--- config.mk ---
export PLATFORM = sky130hd
export DESIGN_NAME = multicycle_control
export DESIGN_NICKNAME = d
export VERILOG_FILES = /design/src/rtl/multicycle_control.sv
export SDC_FILE = /design/constraint.sdc
export NUM_CORES = 1
export LEC_CHECK = 0
export CORE_MARGIN = 3
export CORE_UTILIZATION = 50
export DETAILED_ROUTE_END_ITERATION = 8
export DONT_BUFFER_PORTS = 1
export GPL_TIMING_DRIVEN = 0
export HOLD_SLACK_MARGIN = 0.12
export PLACE_DENSITY_LB_ADDON = 0.1
export SYNTH_ARGS = -nofsm -noshare
export SYNTH_HDL_FRONTEND = slang
export SYNTH_SLANG_ARGS = --single-unit
--- constraint.sdc ---
create_clock -name clk -period 4 [get_ports clk]
set_input_delay 0.8 -clock clk [delete_from_list [all_inputs] [get_ports clk]]
set_output_delay 0.8 -clock clk [all_outputs]
set_load 0.02 [all_outputs]
--- src/rtl/multicycle_control.sv ---
// multicycle_control: main control FSM for a multicycle RV32I-style datapath.
// Each instruction is sequenced as fetch, decode and then a short opcode-specific
// tail. A wait counter bounds memory stalls in the fetch, load and store states;
// a stall that reaches TIMEOUT (when non-zero) parks the FSM in a sticky TRAP
// state that only rst_n can leave.
// Optional feature: define UTYPE_EN to execute lui/auipc through a UTYPE state;
// without it both opcodes are treated as illegal and trap.
module multicycle_control #(
  parameter int TIMEOUT = 15,
  parameter int CNT_W   = 4
) (
  input  logic       clk,
  input  logic       rst_n,
  input  logic [6:0] op,
  input  logic [2:0] funct3,
  input  logic       zero,
  input  logic       mem_ready,
  output logic       pcwrite,
  output logic       adrsrc,
  output logic       memwrite,
  output logic       irwrite,
  output logic       regwrite,
  output logic [1:0] resultsrc,
  output logic [1:0] alusrca,
  output logic [1:0] alusrcb,
  output logic [1:0] aluop,
  output logic [2:0] immsrc,
  output logic       trap
);

  localparam logic [6:0] OP_LW    = 7'b0000011;
  localparam logic [6:0] OP_SW    = 7'b0100011;
  localparam logic [6:0] OP_R     = 7'b0110011;
  localparam logic [6:0] OP_I     = 7'b0010011;
  localparam logic [6:0] OP_B     = 7'b1100011;
  localparam logic [6:0] OP_JAL   = 7'b1101111;
  localparam logic [6:0] OP_JALR  = 7'b1100111;
  localparam logic [6:0] OP_LUI   = 7'b0110111;
  localparam logic [6:0] OP_AUIPC = 7'b0010111;

  typedef enum logic [3:0] {
    S_FETCH    = 4'd0,
    S_DECODE   = 4'd1,
    S_MEMADR   = 4'd2,
    S_MEMREAD  = 4'd3,
    S_MEMWB    = 4'd4,
    S_MEMWRITE = 4'd5,
    S_EXECR    = 4'd6,
    S_EXECI    = 4'd7,
    S_ALUWB    = 4'd8,
    S_BRANCH   = 4'd9,
    S_JAL      = 4'd10,
    S_JALR     = 4'd11,
    S_JLINK    = 4'd12,
    S_TRAP     = 4'd13
`ifdef UTYPE_EN
    , S_UTYPE  = 4'd14
`endif
  } state_t;

  state_t           state_q, state_d;
  logic [CNT_W-1:0] cnt_q, cnt_d;
  logic             wait_st_s;
  logic             timeout_s;
  logic             unused_funct3;

  // Only bit 0 of funct3 selects the branch sense.
  assign unused_funct3 = ^funct3[2:1];

  // The memory-wait states are the only ones that may stall.
  assign wait_st_s = (state_q == S_FETCH) || (state_q == S_MEMREAD) ||
                     (state_q == S_MEMWRITE);

  // A stall has used up its budget when the counter reaches TIMEOUT.
  assign timeout_s = (TIMEOUT != 0) && (cnt_q == CNT_W'(TIMEOUT));

  // State and wait-counter registers; reset parks the FSM in FETCH.
  always_ff @(posedge clk or negedge rst_n) begin
    if (!rst_n) begin
      state_q <= S_FETCH;
      cnt_q   <= '0;
    end else begin
      state_q <= state_d;
      cnt_q   <= cnt_d;
    end
  end

  // Wait counter: counts stalled cycles, clears whenever the state moves.
  always_comb begin
    cnt_d = '0;
    if ((state_d == state_q) && wait_st_s && !mem_ready) begin
      if (cnt_q == {CNT_W{1'b1}}) begin
        cnt_d = cnt_q;
      end else begin
        cnt_d = cnt_q + CNT_W'(1'b1);
      end
    end else begin
      cnt_d = '0;
    end
  end

  // Immediate format follows the opcode in every state.
  always_comb begin
    immsrc = 3'b000;
    case (op)
      OP_LW, OP_I, OP_JALR: immsrc = 3'b000;
      OP_SW:                immsrc = 3'b001;
      OP_B:                 immsrc = 3'b010;
      OP_JAL:               immsrc = 3'b011;
      OP_LUI, OP_AUIPC:     immsrc = 3'b100;
      default:              immsrc = 3'b000;
    endcase
  end

  // Next-state and control-output decode from the current state.
  always_comb begin
    state_d   = state_q;
    pcwrite   = 1'b0;
    adrsrc    = 1'b0;
    memwrite  = 1'b0;
    irwrite   = 1'b0;
    regwrite  = 1'b0;
    resultsrc = 2'b00;
    alusrca   = 2'b00;
    alusrcb   = 2'b00;
    aluop     = 2'b00;
    trap      = 1'b0;
    case (state_q)
      S_FETCH: begin
        // PC+4 goes through the ALU and straight back to the PC.
        alusrcb   = 2'b10;
        resultsrc = 2'b10;
        irwrite   = mem_ready;
        pcwrite   = mem_ready;
        if (mem_ready) begin
          state_d = S_DECODE;
        end else if (timeout_s) begin
          state_d = S_TRAP;
        end else begin
          state_d = S_FETCH;
        end
      end
      S_DECODE: begin
        // Precompute oldPC+imm so branch/jal targets sit in ALUOut.
        alusrca = 2'b01;
        alusrcb = 2'b01;
        case (op)
          OP_LW, OP_SW: state_d = S_MEMADR;
          OP_R:         state_d = S_EXECR;
          OP_I:         state_d = S_EXECI;
          OP_B:         state_d = S_BRANCH;
          OP_JAL:       state_d = S_JAL;
          OP_JALR:      state_d = S_JALR;
`ifdef UTYPE_EN
          OP_LUI, OP_AUIPC: state_d = S_UTYPE;
`endif
          default:      state_d = S_TRAP;
        endcase
      end
      S_MEMADR: begin
        alusrca = 2'b10;
        alusrcb = 2'b01;
        if (op == OP_LW) begin
          state_d = S_MEMREAD;
        end else if (op == OP_SW) begin
          state_d = S_MEMWRITE;
        end else begin
          state_d = S_TRAP;
        end
      end
      S_MEMREAD: begin
        adrsrc = 1'b1;
        if (mem_ready) begin
          state_d = S_MEMWB;
        end else if (timeout_s) begin
          state_d = S_TRAP;
        end else begin
          state_d = S_MEMREAD;
        end
      end
      S_MEMWB: begin
        resultsrc = 2'b01;
        regwrite  = 1'b1;
        state_d   = S_FETCH;
      end
      S_MEMWRITE: begin
        // The write strobe is held for the whole access, including the ready cycle.
        adrsrc   = 1'b1;
        memwrite = 1'b1;
        if (mem_ready) begin
          state_d = S_FETCH;
        end else if (timeout_s) begin
          state_d = S_TRAP;
        end else begin
          state_d = S_MEMWRITE;
        end
      end
      S_EXECR: begin
        alusrca = 2'b10;
        aluop   = 2'b10;
        state_d = S_ALUWB;
      end
      S_EXECI: begin
        alusrca = 2'b10;
        alusrcb = 2'b01;
        aluop   = 2'b10;
        state_d = S_ALUWB;
      end
      S_ALUWB: begin
        regwrite = 1'b1;
        state_d  = S_FETCH;
      end
      S_BRANCH: begin
        // Compare rs1-rs2; the target already waits in ALUOut.
        alusrca = 2'b10;
        aluop   = 2'b01;
        pcwrite = zero ^ funct3[0];
        state_d = S_FETCH;
      end
      S_JAL: begin
        // Jump to ALUOut while computing the link value oldPC+4.
        alusrca = 2'b01;
        alusrcb = 2'b10;
        pcwrite = 1'b1;
        state_d = S_ALUWB;
      end
      S_JALR: begin
        // rs1+imm goes straight to the PC.
        alusrca   = 2'b10;
        alusrcb   = 2'b01;
        resultsrc = 2'b10;
        pcwrite   = 1'b1;
        state_d   = S_JLINK;
      end
      S_JLINK: begin
        alusrca = 2'b01;
        alusrcb = 2'b10;
        state_d = S_ALUWB;
      end
`ifdef UTYPE_EN
      S_UTYPE: begin
        // lui adds the immediate to zero, auipc adds it to oldPC.
        alusrcb = 2'b01;
        if (op == OP_LUI) begin
          alusrca = 2'b11;
        end else begin
          alusrca = 2'b01;
        end
        state_d = S_ALUWB;
      end
`endif
      S_TRAP: begin
        trap    = 1'b1;
        state_d = S_TRAP;
      end
      default: begin
        trap    = 1'b1;
        state_d = S_TRAP;
      end
    endcase
  end

endmodule

Yosys cells after proc, flatten, opt, wreduce, memory -nomap -nowiden

Cells that the tools add are included.

Add/subtract/negate cells: 1
Eq/ne operators: 24
Multiplexer cells: 23
Bitwise gates (word level): 1
Reductions and logical operators: 20

Operator list:

| kind                | count |
|---|---|
| $mux 4              | 10 |
| $pmux 4 s8          | 1 |
| $eq 4x4->1 const B  | 6 |
| $pmux 4 s6          | 1 |
| $eq 7x6->1 const B  | 3 |
| $eq 7x7->1 const B  | 3 |
| $eq 4x3->1 const B  | 4 |
| $pmux 2 s2          | 4 |
| $eq 7x5->1 const B  | 2 |
| $reduce_or 2->1     | 7 |
| $reduce_or 13->1    | 1 |
| $pmux 3 s4          | 1 |
| $reduce_or 3->1     | 3 |
| $eq 4x2->1 const B  | 2 |
| $reduce_or 4->1     | 2 |
| $eq 7x2->1 const B  | 1 |
| $mux 1              | 5 |
| $reduce_or 5->1     | 1 |
| $add 4x1->4 const B | 1 |
| $eq 4x1->1 const B  | 1 |
| $eq 4x4->1          | 1 |
| $logic_not 4->1     | 1 |
| $pmux 1 s3          | 1 |
| $logic_and 1x1->1   | 2 |
| other kinds (4)     | 5 |

Register bits after elaboration: 8
Input port bits: 14
Logic and storage cells: 71

Depth between registers and ports, before layout

Gate-level depths: netlist of run 1.

Depth in word-level cells: 8
Gate-level depth with buffers: 6

Least setup slack after synthesis of run 1

Ideal clock, no wire load.

Path type: input to output
Start point: input port op[2]
End point: output port immsrc[0]
Arrival time: 1.765 ns
Required time: 3.200 ns
Setup slack: 1.435 ns
Stages: 2
Path buffers: 0
Cell sequence: or3_4 -> a211oi_1

Longest elaborated chain between the ends: 3

RTL lines:

| what                                            | line | text |
|---|---|---|
| start: declaration                              | 14   | `input logic [6:0] op,` |
| $eq 7x6->1 / $eq 7x5->1 (equally long branches) | 105  | `case (op)` |
| $reduce_or 2->1                                 | 105  |  |
| $pmux 3 s4 *                                    | 105  |  |
| end: declaration                                | 27   | `output logic [2:0] immsrc,` |

Every way passes the cells marked *; elsewhere a longest branch is shown, timed or not.

Worst setup path after layout of run 1

Start point: register state_q[0]
End point: output port pcwrite

Longest elaborated chain between the ends: 3

RTL lines:

| what                      | line | text |
|---|---|---|
| start: declaration        | 61   | `state_t state_q, state_d;` |
| start signal: assignment  | 83   | `state_q <= state_d;` |
| $eq 4x4->1                | 128  | `case (state_q)` |
| $reduce_or 2->1 (no line) | --   |  |
| $pmux 1 s3 *              | 128  |  |
| end: declaration          | 18   | `output logic pcwrite,` |

Marked as above.

==> results.yml, run 1 <==
status:
  outcome: "finished clean"
synth:
  ys_warn_count: 0
  async_flop_share: 1.000
  syn_nets: 120
  ys_ff_latch: 8
  synthCells: 105
  synth_top_flop_cell: "dfrtp_1"
  synth.yosys.seq_area_share: 0.2512
  syn_area_um2: 797.0
  yosysUniqueCellTypes: 40
  postSynthAreaPerCell_um2: 7.591
  synth-edff-count: 0
die:
  die_h_um: 45.93
  die_area_um2: 2109
  die_w_um: 45.93
  coreArea_um2: 1399
  fp-row-count: 13
  initial_core_util: 0.5698
  top_level_ports: 31
power_and_ir_drop:
  seqPwrFrac: 0.215
  finalPower_uw: 564.1
  p_leak_nw: 0.3438
  pwr-share-comb: 0.671
  sw_frac_of_total: 0.5463
  clock_power_share: 0.114
  pwr_density_cell_nw_per_um2: 673.0
  ir_drop_mv: 0.3588
  power.switching_uw: 308.2
  internal_power_uw: 256.0
global_routing:
  grt_use_total: 0.2043
  antenna_found_initial: 0
  grt_start_max_net_pins: 11
  overflow: 0
  grt_use_met2: 0.2885
  first_global_vias: 656
  grt-busiest-layer: "met2"
  use_met1: 0.2786
  grtUsageMet3: 0.05929
  grt_pass1_wl_um: 3015
critical_path:
  cp_cell_sequence: "clkbuf_1 -> clkbuf_1 -> nand2_1 -> a211oi_1"
  startpoint_type: "flip-flop"
  required_ns: 3.20
  arrival_ns: 2.03
  path_max_fanout: 10
  worst_setup_path_end_kind: "output pin"
  max_stage_delay_ns: 0.60
  crit_top_cell: "clkbuf_1"
  worstRegToRegCells: 5
  path_class: "reg -> out"
  cp_slowest_cell: "a211oi_1"
  reg2reg_slack_ns: 2.28
clock_network:
  tritoncts: "yes"
  clock_sinks: 8
  postCtsSetupBuffers: 0
  clk_latency_ns: 0.26
  numCtsBuffers: 3
  cts_hold_buf: 0
  cts.htree.levels: 1
  clock_path_buffers: 2
  post_cts.resized_instances: 0
  clockRootBuffer: "clkbuf_4"
  clk_pin_slew_worst_paths_ns: 0.05
layout:
  multiInputGateArea_um2: 561.8
  layout_commonest_cell: "nor2_1"
  n_antenna_cell: 0
  seqCellArea_um2: 200.2
  layout_common_cells: "nor2_1, nand2b_1, dfrtp_1"
  area_growth_pct: 5.181
  drive_gt1_frac: 0.07407
  fill_cells: 143
  fin_nets: 125
timing:
  skew_ns: 0.001980
  setup_violations: 0
  post-route-period-util: 0.7074
  worst_slew_pin_slew_ns: 0.9097
  slew_viol_final: 0
  fmax_mhz: 353.4
  relSlewSlack: 0.3880
  fin_tns_setup_ns: 0
  final_hold_viol_count: 0
  min_period_ns: 2.830
  rsz0062_at_grt: "false"
detailed_routing:
  drt_wl_total_um: 1999
  drc: 0
  wire_per_inst_um: 16.25
  dr.pass1.iters: 4
  ant_nets: 0
  routed_via_density: 6.789
  drt_iter0_drc: 20
  num_vias: 835
min_path:
  hp-class: "in -> async"
place:
  hpwl_um: 1549
  io_buffer_count: 0
  place.gp.congestion: 0.8408
job:
  max_cap_violations: 0
-- per-layer routing --
layer  part of all wire  up-vias
li1                   -      397
met1               0.43      396
met2               0.46       38
met3              0.082        4
met4              0.024        0
met5                  0        -
-- worst max-delay path: cells and delay by family (launching register included) --
kind	cells	cell delay [ns]
DFF	1	0.37
and+or+nand+nor	1	0.09
AOI/OAI and AO/OA	1	0.60
buffers and inverters	2	0.70
-- kinds of logic (layout without fill, tap and decap cells) --
logic type / after synthesis / after routing / synth area share
buffers and inverters: 9 / 12 / 0.04395
XOR/XNOR: 4 / 4 / 0.04396
adder cells (fa/ha/maj): 2 / 2 / 0.02826
AO/OA/AOI/OAI: 28 / 28 / 0.2339
multiplexers: 1 / 1 / 0.01413
AND/OR/NAND/NOR: 53 / 53 / 0.3846
flip-flops: 8 / 8 / 0.2512
-- sequential cells by signal, indices dropped and copies added, names as in the netlist --
signal and count:
cnt_q 4, state_q 4
-- metrics by stage --
step                      std cells  instance area [um2]    util  setup WS (ns)  hold WS, ns
after global routing            123                838.3  0.5993          1.031       0.2134
after CTS                       123                838.3  0.5993          1.153       0.2225
after detailed placement        120                815.8  0.5832          1.389       0.5004
after global placement          120                815.8  0.5832          1.396       0.4862
final                           123                838.3  0.5993          1.170       0.2281
after floorplan                 105                797.0       -          1.435       0.4639
-- area by class of cell --
cell class | count | area share
Multi-Input combinational cell | 88 | 0.6701
Sequential cell | 8 | 0.2388
Buffer | 7 | 0.03284
Clock buffer | 3 | 0.02687
Tap cell | 15 | 0.02239
Inverter | 2 | 0.008955
-- path summary, 6_finish.rpt --
path / start / to
max: state_q[0]$_DFF_PN0_ / pcwrite
min: rst_n / cnt_q[1]$_DFFE_PN0P_
max reg2reg: state_q[2]$_DFF_PN0_ / state_q[0]$_DFF_PN0_
min reg2reg: cnt_q[0]$_DFFE_PN0P_ / cnt_q[0]$_DFFE_PN0P_
max in group asynchronous: rst_n / state_q[2]$_DFF_PN0_
min in group clk: cnt_q[0]$_DFFE_PN0P_ / cnt_q[0]$_DFFE_PN0P_
-- synth_stat cells (all sizes together) (2+ instances only) --
cell	n	area [um2]
a21oi	6	30.03
nor3	5	36.29
o21ai	6	30.03
clkbuf	6	22.52
nor2	11	43.80
and3	2	12.51
a21o	3	22.52
nand4b	3	26.28
nand2	7	26.28
dfrtp	8	200.2
a31oi	2	12.51
or3	2	17.52
nand3	3	15.01
a211oi	2	15.01
and2	2	12.51
nor3b	3	22.52
nor2b	3	18.77
inv	2	7.510
nand2b	8	50.05
xnor2	2	17.52
xor2	2	17.52
nor4	3	18.77
-- power groups by stage --
| stage | registers (mW) | clock network (mW) | logic [mW] |
|---|---|---|---|
| floorplan | 0.118 | 0 | 0.320 |
| CTS | 0.121 | 0.0657 | 0.377 |
| global placement | 0.121 | 0 | 0.369 |
| finish | 0.122 | 0.0642 | 0.378 |
| detailed placement | 0.123 | 0 | 0.376 |
| global route | 0.125 | 0.0704 | 0.407 |
Note: power is estimated with default switching activity, not from simulation.
==> run 2, diff against run 1 <==
clock period = 2.6 ns   (was 4 ns; I/O delays follow)
==> run 2 against run 1 <==
Effect of this change:
- clock skew about the same
- first-iteration DRC count did not move
- global-route usage up 0.080 points
- die area is the same
- setup slack got worse by 0.95 ns
- critical path type unchanged
==> results.yml, run 2 (synthesis gave the netlist of run 1 again) <==
critical_path:
  path_max_fanout: 10
  worst_setup_path_end_kind: "output pin"
  arrival_ns: 1.86
  crit_top_cell: "clkbuf_1"
  critPathBufInv: 2
  cp_slowest_cell: "a21oi_1"
  max_stage_delay_ns: 0.40
  crit_family: "buffers and inverters"
  startpoint_type: "flip-flop"
  cp_cell_sequence: "clkbuf_1 -> clkbuf_1 -> nand3_1 -> a21oi_1"
  path_class: "reg -> out"
  required_ns: 2.08
clock_network:
  clk_pin_slew_worst_paths_ns: 0.05
  numCtsBuffers: 3
  cts.htree.levels: 1
  clock_sinks: 8
  clock_path_buffers: 2
  tritoncts: "yes"
  clockRootBuffer: "clkbuf_4"
  clk_latency_ns: 0.26
detailed_routing:
  dr.pass1.iters: 4
  wire_per_inst_um: 16.18
  num_vias: 818
  drt_iter0_drc: 20
  drt_wl_total_um: 2006
  routed_via_density: 6.597
  ant_nets: 0
  drc: 0
die:
  coreArea_um2: 1399
  initial_core_util: 0.5698
  die_h_um: 45.93
  die_area_um2: 2109
  fp-row-count: 13
  die_w_um: 45.93
  top_level_ports: 31
layout:
  area_growth_pct: 7.692
  drive_gt1_frac: 0.09174
  fill_cells: 141
  n_antenna_cell: 0
  fin_cells: 124
  layout_common_cells: "nor2_1, nand2b_1, dfrtp_1"
  post-route-util: 0.6136
  reg_top3: "cnt_q: 4 flops, state_q: 4 flops"
  fin_nets: 126
  layout_commonest_cell: "nor2_1"
  fin_area_um2: 858.3
status:
  outcome: "finished clean"
place:
  hpwl_um: 1549
  place.gp.congestion: 0.8408
  dpl-instance-area_um2: 815.8
  dpl_worst_slack_ns: 0.3245
  io_buffer_count: 0
  dpl.cell_count: 120
power_and_ir_drop:
  pwr-share-comb: 0.676
  clock_power_share: 0.111
  seqPwrFrac: 0.213
  power.switching_uw: 483.1
  p_leak_nw: 0.3508
  pwr_density_cell_nw_per_um2: 1029
  internal_power_uw: 400.0
  ir_drop_mv: 0.5356
  sw_frac_of_total: 0.5471
  finalPower_uw: 883.1
timing:
  fmax_mhz: 419.8
  final_hold_viol_count: 0
  relSlewSlack: 0.3880
  hold_ws_ns: 0.4000
  setup_slack_ns: 0.2177
  worst_slew_pin_slew_ns: 0.9097
  rsz0062_at_grt: "false"
  fin_tns_setup_ns: 0
  post-route-period-util: 0.9163
  skew_ns: 0.002061
  setup_violations: 0
  min_period_ns: 2.382
  slew_viol_final: 0
global_routing:
  grt_start_max_net_pins: 11
  first_global_vias: 666
  grt_pass1_wl_um: 3036
  grt_use_total: 0.2051
  overflow: 0
  antenna_found_initial: 0
job:
  max_cap_violations: 0
min_path:
  hp-class: "in -> reg"
-- run 2: cell types whose count changed in the layout (fill, tap and decap cells not counted) --
| cell | change |
|---|---|
| a211oi_1 | -1 |
| a211oi_2 | +1 |
| dlygate4sd3_1 | +1 |
| nor3b_1 | -1 |
| nor3b_2 | +1 |
-- run 2: layout make-up --
class                           instances  area (um2)  area share
Clock buffer                            3       22.52     0.02624
Inverter                                2       7.507    0.008746
Timing Repair Buffer                    1       10.01     0.01166
Sequential cell                         8       200.2      0.2332
Multi-Input combinational cell         88       571.8      0.6662
Tap cell                               15       18.77     0.02187
Buffer                                  7       27.53     0.03207
-- run 2: metal layers --
metal,global-route usage,share of wire
met5,0,0
met4,0.1023,0.025
met3,0.05929,0.088
met2,0.2912,0.46
met1,0.2786,0.43
-- run 2: timing repair --
action | 4_1_cts | 5_1_grt
endpoints found under the setup margin | 0 | 2
endpoints found under the hold margin | 8 | 0
gates resized for setup | 0 | 2
setup buffers | 0 | 0
hold buffers | 1 | 0
-- run 2: final timing paths --
kind                       slack (ns)                  from                    to  depth (start not counted)
setup reg to reg                 0.86  state_q[2]$_DFF_PN0_  state_q[0]$_DFF_PN0_                          5
min in group asynchronous        0.61                 rst_n  cnt_q[1]$_DFFE_PN0P_                          1
setup / recovery                 0.22  state_q[0]$_DFF_PN0_          resultsrc[1]                          4
max in group asynchronous        1.72                 rst_n  state_q[2]$_DFF_PN0_                          1
hold / removal                   0.40                 op[5]  state_q[1]$_DFF_PN0_                          1
hold reg to reg                  0.50  cnt_q[0]$_DFFE_PN0P_  cnt_q[0]$_DFFE_PN0P_                          1
-- run 2: power by group through the flow --
stage	Combinational, mW	Sequential [mW]	Clock [mW]
after floorplan	0.493	0.182	0
after global placement	0.567	0.186	0
after detailed placement	0.579	0.189	0
after CTS	0.584	0.187	0.101
after global routing	0.643	0.193	0.108
final	0.597	0.188	0.0977
-- run 2: worst register-to-register path: cells and delay by family, from the launching register on --
kind / cells / cell delay (ns)
flops: 1 / 0.33
buf+inv: 2 / 0.68
simple gates: 2 / 0.52
compound gates: 1 / 0.09
==> run 3, diff against run 2 <==
clock period = 2.5 ns   (was 2.6 ns; I/O delays follow)
==> run 3 against run 2 <==
Effect of this change:
- non-clock buffer count unchanged
- sequential share of layout area down 0.10 points
- clock skew about the same
- register-to-register slack worse by 0.14 ns
==> results.yml, run 3 (synthesis gave the netlist of run 1 again) <==
die:
  fp-row-count: 13
  die_w_um: 45.93
  die_area_um2: 2109
  top_level_ports: 31
  die_h_um: 45.93
  coreArea_um2: 1399
  initial_core_util: 0.5698
power_and_ir_drop:
  pwr_density_cell_nw_per_um2: 1075
  ir_drop_mv: 0.5591
  p_leak_nw: 0.3510
timing:
  relSlewSlack: 0.3880
  min_period_ns: 2.358
  post-route-period-util: 0.9431
  slew_viol_final: 0
  skew_ns: 0.002133
  setup_violations: 0
  final_hold_viol_count: 0
  fin_tns_setup_ns: 0
  fmax_mhz: 424.1
  rsz0062_at_grt: "false"
  worst_slew_pin_slew_ns: 0.9097
clock_network:
  numCtsBuffers: 3
  clk_pin_slew_worst_paths_ns: 0.05
  tritoncts: "yes"
  clock_path_buffers: 2
  cts.htree.levels: 1
  clock_sinks: 8
  clockRootBuffer: "clkbuf_4"
  postCtsSetupBuffers: 0
  clk_latency_ns: 0.26
critical_path:
  path_class: "reg -> out"
  crit_top_cell: "clkbuf_1"
  cp_cell_sequence: "clkbuf_1 -> clkbuf_1 -> nand2b_1 -> mux2_2"
  path_max_fanout: 10
  cp_slowest_cell: "clkbuf_1"
  arrival_ns: 1.86
  startpoint_type: "flip-flop"
  max_stage_delay_ns: 0.39
  required_ns: 2.00
  worst_setup_path_end_kind: "output pin"
detailed_routing:
  dr.pass1.iters: 4
  wire_per_inst_um: 16.25
  drt_iter0_drc: 20
  drt_wl_total_um: 2015
  num_vias: 829
  ant_nets: 0
  routed_via_density: 6.685
  drc: 0
global_routing:
  antenna_found_initial: 0
  grt_pass1_wl_um: 3036
  grt_use_total: 0.2051
  grt_start_max_net_pins: 11
  first_global_vias: 666
  overflow: 0
status:
  outcome: "finished clean"
layout:
  area_growth_pct: 8.163
  n_antenna_cell: 0
  layout_commonest_cell: "nor2_1"
  fin_area_um2: 862.1
  fin_nets: 126
  reg_top3: "cnt_q: 4 flops, state_q: 4 flops"
  drive_gt1_frac: 0.1009
  layout_common_cells: "nor2_1, nand2b_1, dfrtp_1"
place:
  place.gp.congestion: 0.8408
  dpl-instance-area_um2: 815.8
  io_buffer_count: 0
  hpwl_um: 1549
job:
  max_cap_violations: 0
min_path:
  hp-class: "in -> reg"
==> run 3: metrics by stage <==
stage	power, mW	cells	util	hold slack (ns)	setup slack [ns]
after global routing	0.9866	124	0.6163	0.3765	0.02616
final	0.9272	124	0.6163	0.3780	0.1421
after floorplan	0.7021	105	-	0.2044	0.5022
after detailed placement	0.7989	120	0.5832	0.2046	0.2445
after global placement	0.7833	120	0.5832	0.2046	0.2785
after CTS	0.9146	124	0.6100	0.3773	0.02624
==> run 3: metal layers <==
metal	vias to the layer above	share of wire	global-route usage
li1	398	-	-
met1	381	0.43	0.2786
met2	44	0.44	0.2912
met3	6	0.099	0.05929
met4	0	0.024	0.1023
met5	-	0	0
==> run 3: cell type report <==
class | instances | area (um2)
flip-flops and latches | 8 | 200.2
repair buffers | 1 | 10.01
multi-input cells | 88 | 575.6
inverters | 2 | 7.507
fillers | 142 | 536.8
well taps | 15 | 18.77
plain buffers | 7 | 27.53
clock buffers | 3 | 22.52
==> run 3: worst max-delay path: cells and delay by family (launching register included) <==
| family | cells | cell delay, ns |
|---|---|---|
| buffers and inverters | 2 | 0.70 |
| flip-flops | 1 | 0.34 |
| multiplexers | 1 | 0.39 |
| AND/OR/NAND/NOR | 1 | 0.17 |
==> run 3: worst paths after layout <==
kind                                       from                   end  slack (ns)  cells after the start
max in group asynchronous                 rst_n  state_q[2]$_DFF_PN0_        1.65                      1
setup reg to reg           state_q[2]$_DFF_PN0_  state_q[0]$_DFF_PN0_        0.72                      5
hold reg to reg            cnt_q[0]$_DFFE_PN0P_  cnt_q[0]$_DFFE_PN0P_        0.50                      1
min in group asynchronous                 rst_n  cnt_q[1]$_DFFE_PN0P_        0.59                      1
hold / removal                            op[5]  state_q[1]$_DFF_PN0_        0.38                      1
setup / recovery           state_q[2]$_DFF_PN0_            alusrca[1]        0.14                      4
==> run 3: power breakdown <==
group	leakage [nW]	internal (mW)	total (mW)	switching, mW
combinational	0.231	0.199	0.629	0.430
sequential	0.106	0.165	0.196	0.0311
clock	0.0138	0.0552	0.103	0.0476
==> run 3: repair_timing <==
item,CTS,global route
hold buffers,1,0
gates resized for setup,1,2
endpoints found under the setup margin,1,2
hold endpoints to repair,8,0
